===== src/rtl/param_array_sorter.sv =====
// Buffers up to MAX_ARRAY_SIZE words, sorts them in place with an odd-even transposition network, then streams them out.
// Latency: first output beat appears array_size cycles after the sort-accept edge; then one beat per accepted transfer.
// Backpressure: loads stall via add_ready outside IDLE or when full; output data/valid/last hold while ready_in is low.
module param_array_sorter #(
  parameter int DATA_WIDTH     = 32,
  parameter int MAX_ARRAY_SIZE = 16,
  localparam int CW            = $clog2(MAX_ARRAY_SIZE + 1)
) (
  input  logic                  clk,
  input  logic                  reset,
  input  logic                  add_element,
  input  logic [DATA_WIDTH-1:0] data_in,
  output logic                  add_ready,
  input  logic                  sort_array,
  input  logic                  descending,
  input  logic                  signed_mode,
  input  logic                  clear_array,
  output logic [DATA_WIDTH-1:0] sorted_data_out,
  output logic                  valid_out,
  input  logic                  ready_in,
  output logic                  last_out,
  output logic                  busy,
  output logic                  done,
  output logic [CW-1:0]         array_size,
  output logic                  full,
  output logic                  overflow
);

  localparam int AW = $clog2(MAX_ARRAY_SIZE);

  typedef enum logic [1:0] {IDLE, SORT, OUTPUT} state_t;

  state_t                  state_q, state_d;
  logic [CW-1:0]           size_q, size_d;
  logic [CW-1:0]           phase_q, phase_d;
  logic [CW-1:0]           idx_q, idx_d;
  logic                    desc_q, desc_d;
  logic                    sgn_q, sgn_d;
  logic                    valid_q, valid_d;
  logic                    last_q, last_d;
  logic                    done_q, done_d;
  logic                    ovf_q, ovf_d;
  logic [DATA_WIDTH-1:0]   dout_q, dout_d;
  logic [DATA_WIDTH-1:0]   mem_q [MAX_ARRAY_SIZE];
  logic [DATA_WIDTH-1:0]   mem_d [MAX_ARRAY_SIZE];
  logic [CW-1:0]           idx_inc;

  // True when a (earlier) must move behind b (later) under the latched mode; equal values never swap.
  function automatic logic out_of_order(input logic [DATA_WIDTH-1:0] a,
                                        input logic [DATA_WIDTH-1:0] b,
                                        input logic desc, input logic sgn);
    logic gt, lt;
    if (sgn) begin
      gt = $signed(a) > $signed(b);
      lt = $signed(a) < $signed(b);
    end else begin
      gt = a > b;
      lt = a < b;
    end
    return desc ? lt : gt;
  endfunction

  assign full            = (size_q == CW'(MAX_ARRAY_SIZE));
  assign add_ready       = (state_q == IDLE) && !full && !sort_array && !clear_array;
  assign busy            = (state_q != IDLE);
  assign valid_out       = valid_q;
  assign last_out        = last_q;
  assign done            = done_q;
  assign overflow        = ovf_q;
  assign array_size      = size_q;
  assign sorted_data_out = dout_q;

  // Next-state logic: load, compare-exchange phases, output stream; clear overrides everything.
  always_comb begin
    state_d = state_q;
    size_d  = size_q;
    phase_d = phase_q;
    idx_d   = idx_q;
    desc_d  = desc_q;
    sgn_d   = sgn_q;
    valid_d = valid_q;
    last_d  = last_q;
    done_d  = 1'b0;
    ovf_d   = ovf_q;
    dout_d  = dout_q;
    mem_d   = mem_q;
    idx_inc = idx_q + CW'(1);

    case (state_q)
      IDLE: begin
        if (clear_array) begin
          size_d = '0;
          ovf_d  = 1'b0;
        end else if (sort_array) begin
          if (size_q == '0) begin
            done_d = 1'b1;
          end else begin
            desc_d  = descending;
            sgn_d   = signed_mode;
            phase_d = '0;
            state_d = SORT;
          end
        end else if (add_element) begin
          if (full) begin
            ovf_d = 1'b1;
          end else begin
            mem_d[size_q[AW-1:0]] = data_in;
            size_d                = size_q + CW'(1);
          end
        end
      end

      SORT: begin
        // Pairs within a phase are disjoint, so every exchange reads only mem_q.
        for (int i = 0; i < MAX_ARRAY_SIZE - 1; i++) begin
          if ((i[0] == phase_q[0]) && (i + 1 < int'(size_q)) &&
              out_of_order(mem_q[i], mem_q[i+1], desc_q, sgn_q)) begin
            mem_d[i]   = mem_q[i+1];
            mem_d[i+1] = mem_q[i];
          end
        end
        if (phase_q == size_q - CW'(1)) begin
          state_d = OUTPUT;
          idx_d   = '0;
          valid_d = 1'b1;
          last_d  = (size_q == CW'(1));
          dout_d  = mem_d[0];
        end else begin
          phase_d = phase_q + CW'(1);
        end
      end

      OUTPUT: begin
        if (ready_in) begin
          if (last_q) begin
            state_d = IDLE;
            valid_d = 1'b0;
            last_d  = 1'b0;
            done_d  = 1'b1;
          end else begin
            idx_d  = idx_inc;
            dout_d = mem_q[idx_inc[AW-1:0]];
            last_d = (idx_inc == size_q - CW'(1));
          end
        end
      end

      default: state_d = IDLE;
    endcase

    if (clear_array) begin
      state_d = IDLE;
      size_d  = '0;
      ovf_d   = 1'b0;
      valid_d = 1'b0;
      last_d  = 1'b0;
      done_d  = 1'b0;
    end
  end

  // Control and output registers with asynchronous active-low reset.
  always_ff @(posedge clk or negedge reset) begin
    if (!reset) begin
      state_q <= IDLE;
      size_q  <= '0;
      phase_q <= '0;
      idx_q   <= '0;
      desc_q  <= 1'b0;
      sgn_q   <= 1'b0;
      valid_q <= 1'b0;
      last_q  <= 1'b0;
      done_q  <= 1'b0;
      ovf_q   <= 1'b0;
      dout_q  <= '0;
    end else begin
      state_q <= state_d;
      size_q  <= size_d;
      phase_q <= phase_d;
      idx_q   <= idx_d;
      desc_q  <= desc_d;
      sgn_q   <= sgn_d;
      valid_q <= valid_d;
      last_q  <= last_d;
      done_q  <= done_d;
      ovf_q   <= ovf_d;
      dout_q  <= dout_d;
    end
  end

  // Element storage; contents are don't-care after reset.
  always_ff @(posedge clk) begin
    mem_q <= mem_d;
  end

endmodule

===== config.mk =====
export PLATFORM = sky130hd
export DESIGN_NAME = param_array_sorter
export DESIGN_NICKNAME = d
export VERILOG_FILES = /design/src/rtl/param_array_sorter.sv
export SDC_FILE = /design/constraint.sdc
export NUM_CORES = 2
export LEC_CHECK = 0
export BUFFER_PORTS_ARGS = -buffer_cell sky130_fd_sc_hd__buf_4
export CORE_ASPECT_RATIO = 1.5
export CORE_MARGIN = 2
export CORE_UTILIZATION = 40
export CTS_BUF_LIST = sky130_fd_sc_hd__clkbuf_16
export DETAILED_ROUTE_END_ITERATION = 8
export GPL_TIMING_DRIVEN = 0
export PLACE_DENSITY_LB_ADDON = 0.05
export SLEW_MARGIN = 40
export SYNTH_ARGS = -nofsm -noshare
export SYNTH_HDL_FRONTEND = slang
export SYNTH_SLANG_ARGS = --single-unit

===== constraint.sdc =====
create_clock -name clk -period 5.6 [get_ports clk]
set_input_delay 0 -clock clk [delete_from_list [all_inputs] [get_ports clk]]
set_output_delay 0 -clock clk [all_outputs]
set_load 0.01 [all_outputs]

Yosys cells after proc, flatten, opt, wreduce, memory -nomap -nowiden
Index checks and enable logic that the tools add are counted.

Word-level logic and storage cells: 376. Input port bits: 40. Flip-flop bits (word level): 567. Output and inout bits: 44.

Equality and inequality tests: 38. Bitwise operators: 5. Reduce and logical (&&, ||, !) cells: 70. $add $sub $neg: 4. Order comparisons: 78. Mux-type cells: 154.

Operator list (number): $mux W512 (4); $mux W64 (22); $pmux W512 S2 (1); $gt A32 B32 Y1 (30); $lt A32 B32 Y1 (30); $bwmux W512 (1); $mux W32 (6); $bmux W32 S4 (1); $demux W32 S4 (1); $mux W1 (93); $reduce_and A6 Y1 (15); $pmux W32 S2 (1); $mux W5 (12); $ne A3 B3 Y1 const B (19); $lt A4 B5 Y1 const A (8); $logic_and A1 B1 Y1 (34); $ne A2 B2 Y1 const B (12); $lt A3 B5 Y1 const A (4); $pmux W5 S2 (2); $reduce_and A4 Y1 (5); $add A5 B1 Y5 const B (3); $reduce_and A5 Y1 (3); $mux W2 (6); $reduce_bool A2 Y1 (6); other kinds (20) (30).

Longest topological paths before layout
Word-level depth: 28. Mapped depth: 13. Gate-level depth less buffers: 11.

Least setup slack after synthesis
Ideal clock, no wire load.

Kind: register -> register. Start: register mem_q[353] (netlist bit). End: register mem_q[352] (netlist bit) (enable). Clock period less this slack: 4.360 ns. Path buffers: 0. Library setup time: 0.441 ns. Cell stages (with the launch flop): 11. Path slack: 1.240 ns. Data arrival time: 3.919 ns. Data required time: 5.159 ns. Cells stage by stage: edfxtp_1 > inv_1 > ha_1 > nor2b_1 > o211ai_2 > a2111oi_0 > o41a_1 > nor4_2 > nor4b_1 > nor3_2 > a31oi_1.

Cells in the longest elaborated chain, start to end: 7. Elaborated cells on any way between the ends: 22. Classes of those cells: order compare: 8; eq/ne: 1; mux: 10; reduce/logical: 3.

Ends and longest elaborated chain: start: declaration (line 44) `logic [DATA_WIDTH-1:0] mem_q [MAX_ARRAY_SIZE];`; start signal: assignment (line 192) `mem_q <= mem_d;`; $gt A32 B32 Y1, or another cell as far along (line 57) `gt = a > b;`; $mux W1 (line 53) `if (sgn) begin`; $mux W1 (line 89) `case (state_q)`; $mux W1 (line 60) `return desc ? lt : gt;`; $logic_and A1 B1 Y1 (line 116) `if ((i[0] == phase_q[0]) && (i + 1 < int'(size_q)) &&`; $ne A3 B3 Y1 (no line) *; $reduce_and A6 Y1 (no line) *.

Mark *: on every way between the ends. The rest lies on a longest branch, timed or not. The select of a mux whose other input is x is not followed. A chain may end at the register's enable or synchronous reset.

Final worst setup path
Start: register size_q[0] (netlist: array_size[0]). End: register dout_q[21] (netlist: sorted_data_out[21]).

Cells in the longest elaborated chain, start to end: 7. Elaborated cells on any way between the ends: 11. Classes of those cells: add/sub: 1; order compare: 1; eq/ne: 2; mux: 4; reduce/logical: 3.

Ends and longest elaborated chain: start: declaration (line 34) `logic [CW-1:0] size_q, size_d;`; start signal: assignment (line 177) `size_q <= size_d;`; $lt A1 B5 Y1 (line 116); $logic_and A1 B1 Y1 (2 in a row) (line 116); $mux W64 (line 116); $mux W64 (line 89); $mux W32 (line 122) `if (phase_q == size_q - CW'(1)) begin`; $pmux W32 S2 (line 89); end signal: assignment (line 186) `dout_q <= dout_d;`; end: declaration (line 43) `logic [DATA_WIDTH-1:0] dout_q, dout_d;`.

Several ways; a longest one is shown, not always the timed one. The select of a mux whose other input is x is not followed.

==> flow_summary.yaml <==
final_layout:
  instances_no_fill: 5933
  layout.area.seq_sq_mm: 0.0168
  area_growth_pct: 12.8
  finalNetCount: 4980
  fin_util_pct: 45.4
  nFillCells: 10421
  multi_input_area_sq_mm: 0.0239
  diodes: 0
  drive_above_1_share_pct: 12.2
global_route:
  grt_max_degree: 43
  overflow: 0
  antenna_found_initial: 2
  grt_pass1_wl_microns: 271000
  grt_pass1_vias: 36960
  grt_usage_pct: 33.9
synth:
  syn_area_per_cell_sq_um: 10.3
  yosys-top-cells-area: "edfxtp_1 35%, ha_1 14%, a221o_1 11%"
  syn-cell-area_sq_mm: 0.0435
  synth_warnings: 0
  syn_nets: 4769
  ys_seq_area_share_pct: 38.5
  synth_top_cell_by_area: "edfxtp_1"
  synth_flop_cell: "edfxtp_1"
  ys_types: 76
  syn_inst: 4243
  synth_edf_count: 512
  synth_top_area_share_pct: 35.3
  async_flop_share_pct: 9.70
  ys_seq_elements: 567
timing:
  rsz0062_at_grt: "false"
  period_minus_slack_ps: 5420
  min_period_over_period_pct: 96.8
  slew_headroom_pct: 36.4
  hold_violations: 0
  finalClockSkew_ps: 25.5
  worst_pin_slew_ps: 954
  holdWs_ps: 45.4
  slew_viol_final: 0
  setup_viol: 0
  fmaxAchievable_mhz: 185
outcome:
  status: "completed"
critical_path:
  crit_required_ps: 6080
  path_max_fanout: 10
  critical_path_class: "register to register"
  start_kind: "register"
  crit_path_end_kind: "register"
  arrival_ps: 5900
  reg2reg_depth: 12
cts:
  clockBufferDepth: 3
  cts_root_buf: "clkbuf_16"
  insertion_delay_ps: 660
  clk_pin_slew_ps: 60
  cts_buffers: 68
  cts_max_level: 3
  clock_sinks: 567
  tritoncts: "built"
worst_hold_path:
  hp-class: "input port to register"
  holdPathStages: 4
floorplanning:
  die_area_sq_mm: 0.111
  initial_utilization_pct: 40.2
  die_h_microns: 408
  std_cell_rows: 148
  core_area_sq_mm: 0.108
  ios: 84
  dieWidth_microns: 273
pwr:
  switching_power_mw: 3.73
  power.share.clock_pct: 38.5
  swShare_pct: 31.8
  powerDensity_mw_per_mm2: 239
  p_leak_nw: 20.7
  ir_worst_vdd_v: 0.000207
  power_frac_comb_pct: 20.6
  seqPwrFrac_pct: 40.9
  p_int_mw: 8.02
placement:
  post-dp-hpwl_microns: 151000
  numPortBuffers: 82
  routabilityCongestion: 0.951
  dp.cells: 5770
drt:
  initialDrtViolationCount: 4036
  drt-total-wl_microns: 190000
  drc: 0
  viasPerCell: 6.34
  wl_per_cell_microns: 32.1
  vias: 37595
  drtAntennaViolNets: 0
  first_pass_iters: 6
run:
  drv_cap: 0
==> worst paths after layout <==
check | from | end | slack, ps
setup / recovery | array_size[0]$_DFFE_PN0P_ | sorted_data_out[21]$_DFFE_PN0P_ | 180
hold / removal | data_in[14] | mem_q[174]$_DFFE_PP_ | 50
setup reg to reg | array_size[0]$_DFFE_PN0P_ | sorted_data_out[21]$_DFFE_PN0P_ | 180
hold reg to reg | overflow$_DFFE_PN0P_ | overflow$_DFFE_PN0P_ | 530
max in group asynchronous | reset | sorted_data_out[25]$_DFFE_PN0P_ | 4650
min in group asynchronous | reset | phase_q[0]$_DFFE_PN0P_ | 340
==> cell families (layout without fill, tap and decap cells) <==
group / after synthesis / count (layout) / synth area share [%]
AND/OR/NAND/NOR: 1142 / 1142 / 11.7
AO/OA/AOI/OAI: 1078 / 1078 / 19.7
flip-flops: 567 / 567 / 38.5
adder cells (fa/ha/maj): 486 / 486 / 14.0
multiplexers: 176 / 176 / 8.68
buffers and inverters: 768 / 1033 / 6.90
XOR/XNOR: 26 / 26 / 0.541
==> synthesized netlist by cell type (16+ instances only) <==
cell      number
edfxtp_1     512
o32ai_1       33
dfrtp_1       55
nor2_1       598
clkbuf_1     181
o21ai_0       62
nand2_1      228
a221oi_1      43
a21oi_1      305
ha_1         486
a221o_1      458
nand3_1       70
nand4_1       80
nand2b_1      16
and4_1        24
buf_2         69
a21o_1        52
mux4_2       160
inv_1        499
nor3_1        21
nor2b_1       32
==> layer usage <==
| metal | wire [microns] | vias up | GRT usage (%) |
|---|---|---|---|
| met5 | 0 | - | 0 |
| met4 | 18200 | 0 | 27.1 |
| met3 | 10500 | 447 | 3.98 |
| met2 | 91100 | 1587 | 55.9 |
| met1 | 70500 | 18831 | 39.7 |
| li1 | - | 16730 | - |
==> power groups by stage <==
stage | clock (mW) | sequential [mW] | combinational [mW]
6_report | 4.53 | 4.81 | 2.42
3_3_place_gp | 0 | 4.90 | 2.33
4_1_cts | 4.58 | 4.80 | 2.40
5_1_grt | 4.72 | 4.81 | 2.48
2_1_floorplan | 0 | 4.81 | 1.31
3_5_place_dp | 0 | 4.89 | 2.37
==> what timing repair did <==
item / in CTS / in global routing
hold buffers: 38 / 1
gates resized for setup: 0 / 0
buffers inserted: 0 / 0
hold endpoints to repair: 145 / 1
==> per-stage QoR <==
| stage | total power, mW | cell area, sq um | TNS [ps] | setup slack, ps |
|---|---|---|---|---|
| 2_1_floorplan | 6.13 | 43500 | 0 | 1240 |
| 3_3_place_gp | 7.23 | 45900 | -277840 | -1970 |
| 3_5_place_dp | 7.26 | 46500 | 0 | 455 |
| 4_1_cts | 11.8 | 49000 | 0 | 404 |
| 5_1_grt | 12.0 | 49100 | 0 | 154 |
| 6_report | 11.8 | 49100 | 0 | 180 |
==> flip-flops by register name (all words and copies together), names as in the netlist <==
signal           cells
array_size           5
desc_q               1
done                 1
idx_q                5
last_out             1
mem_q              512
overflow             1
phase_q              5
sgn_q                1
sorted_data_out     32
state_q              2
valid_out            1
==> critical path: stages (launching register included) <==
cell and delay [ps]:
dfrtp_1 400, clkbuf_1 450, inv_1 270, ha_1 440
and2_1 220, clkbuf_1 360, xnor2_1 480, xor2_1 230
nand4_1 490, nand2_1 530, buf_2 520, clkbuf_1 610
a221oi_1 200
==> layout by cell type (no fill, tap or decap), drive strengths merged, types with 8 or more instances in the layout <==
cell	synthesis	routed
and4	24	24
o21ai	68	68
a21oi	311	311
nand3	70	70
mux2i	10	10
nor4	17	17
nand2	228	228
nand4	80	80
edfxtp	512	512
o32ai	33	33
nor2	605	605
mux4	160	160
clkbuf	181	257
o211ai	15	15
ha	486	486
a221oi	53	53
dfrtp	55	55
a221o	458	458
nor2b	32	32
inv	499	521
nand2b	16	16
nor3	24	24
dlygate4sd3	0	38
a211oi	14	14
and3	8	8
o311a	8	8
a21o	52	52
xnor2	15	15
a31oi	11	11
buf	87	187
clkinv	1	25
o21a	11	11
xor2	11	11
==> area by class of cell <==
type / count / area share, %
multi-input cells: 2908 / 48.8
flip-flops and latches: 567 / 34.1
inverters: 500 / 3.83
clock buffers: 73 / 3.72
well taps: 1425 / 3.63
repair buffers: 141 / 2.84
plain buffers: 268 / 2.45
clock inverters: 51 / 0.625
No activity file was read; power rests on OpenSTA's default activity.
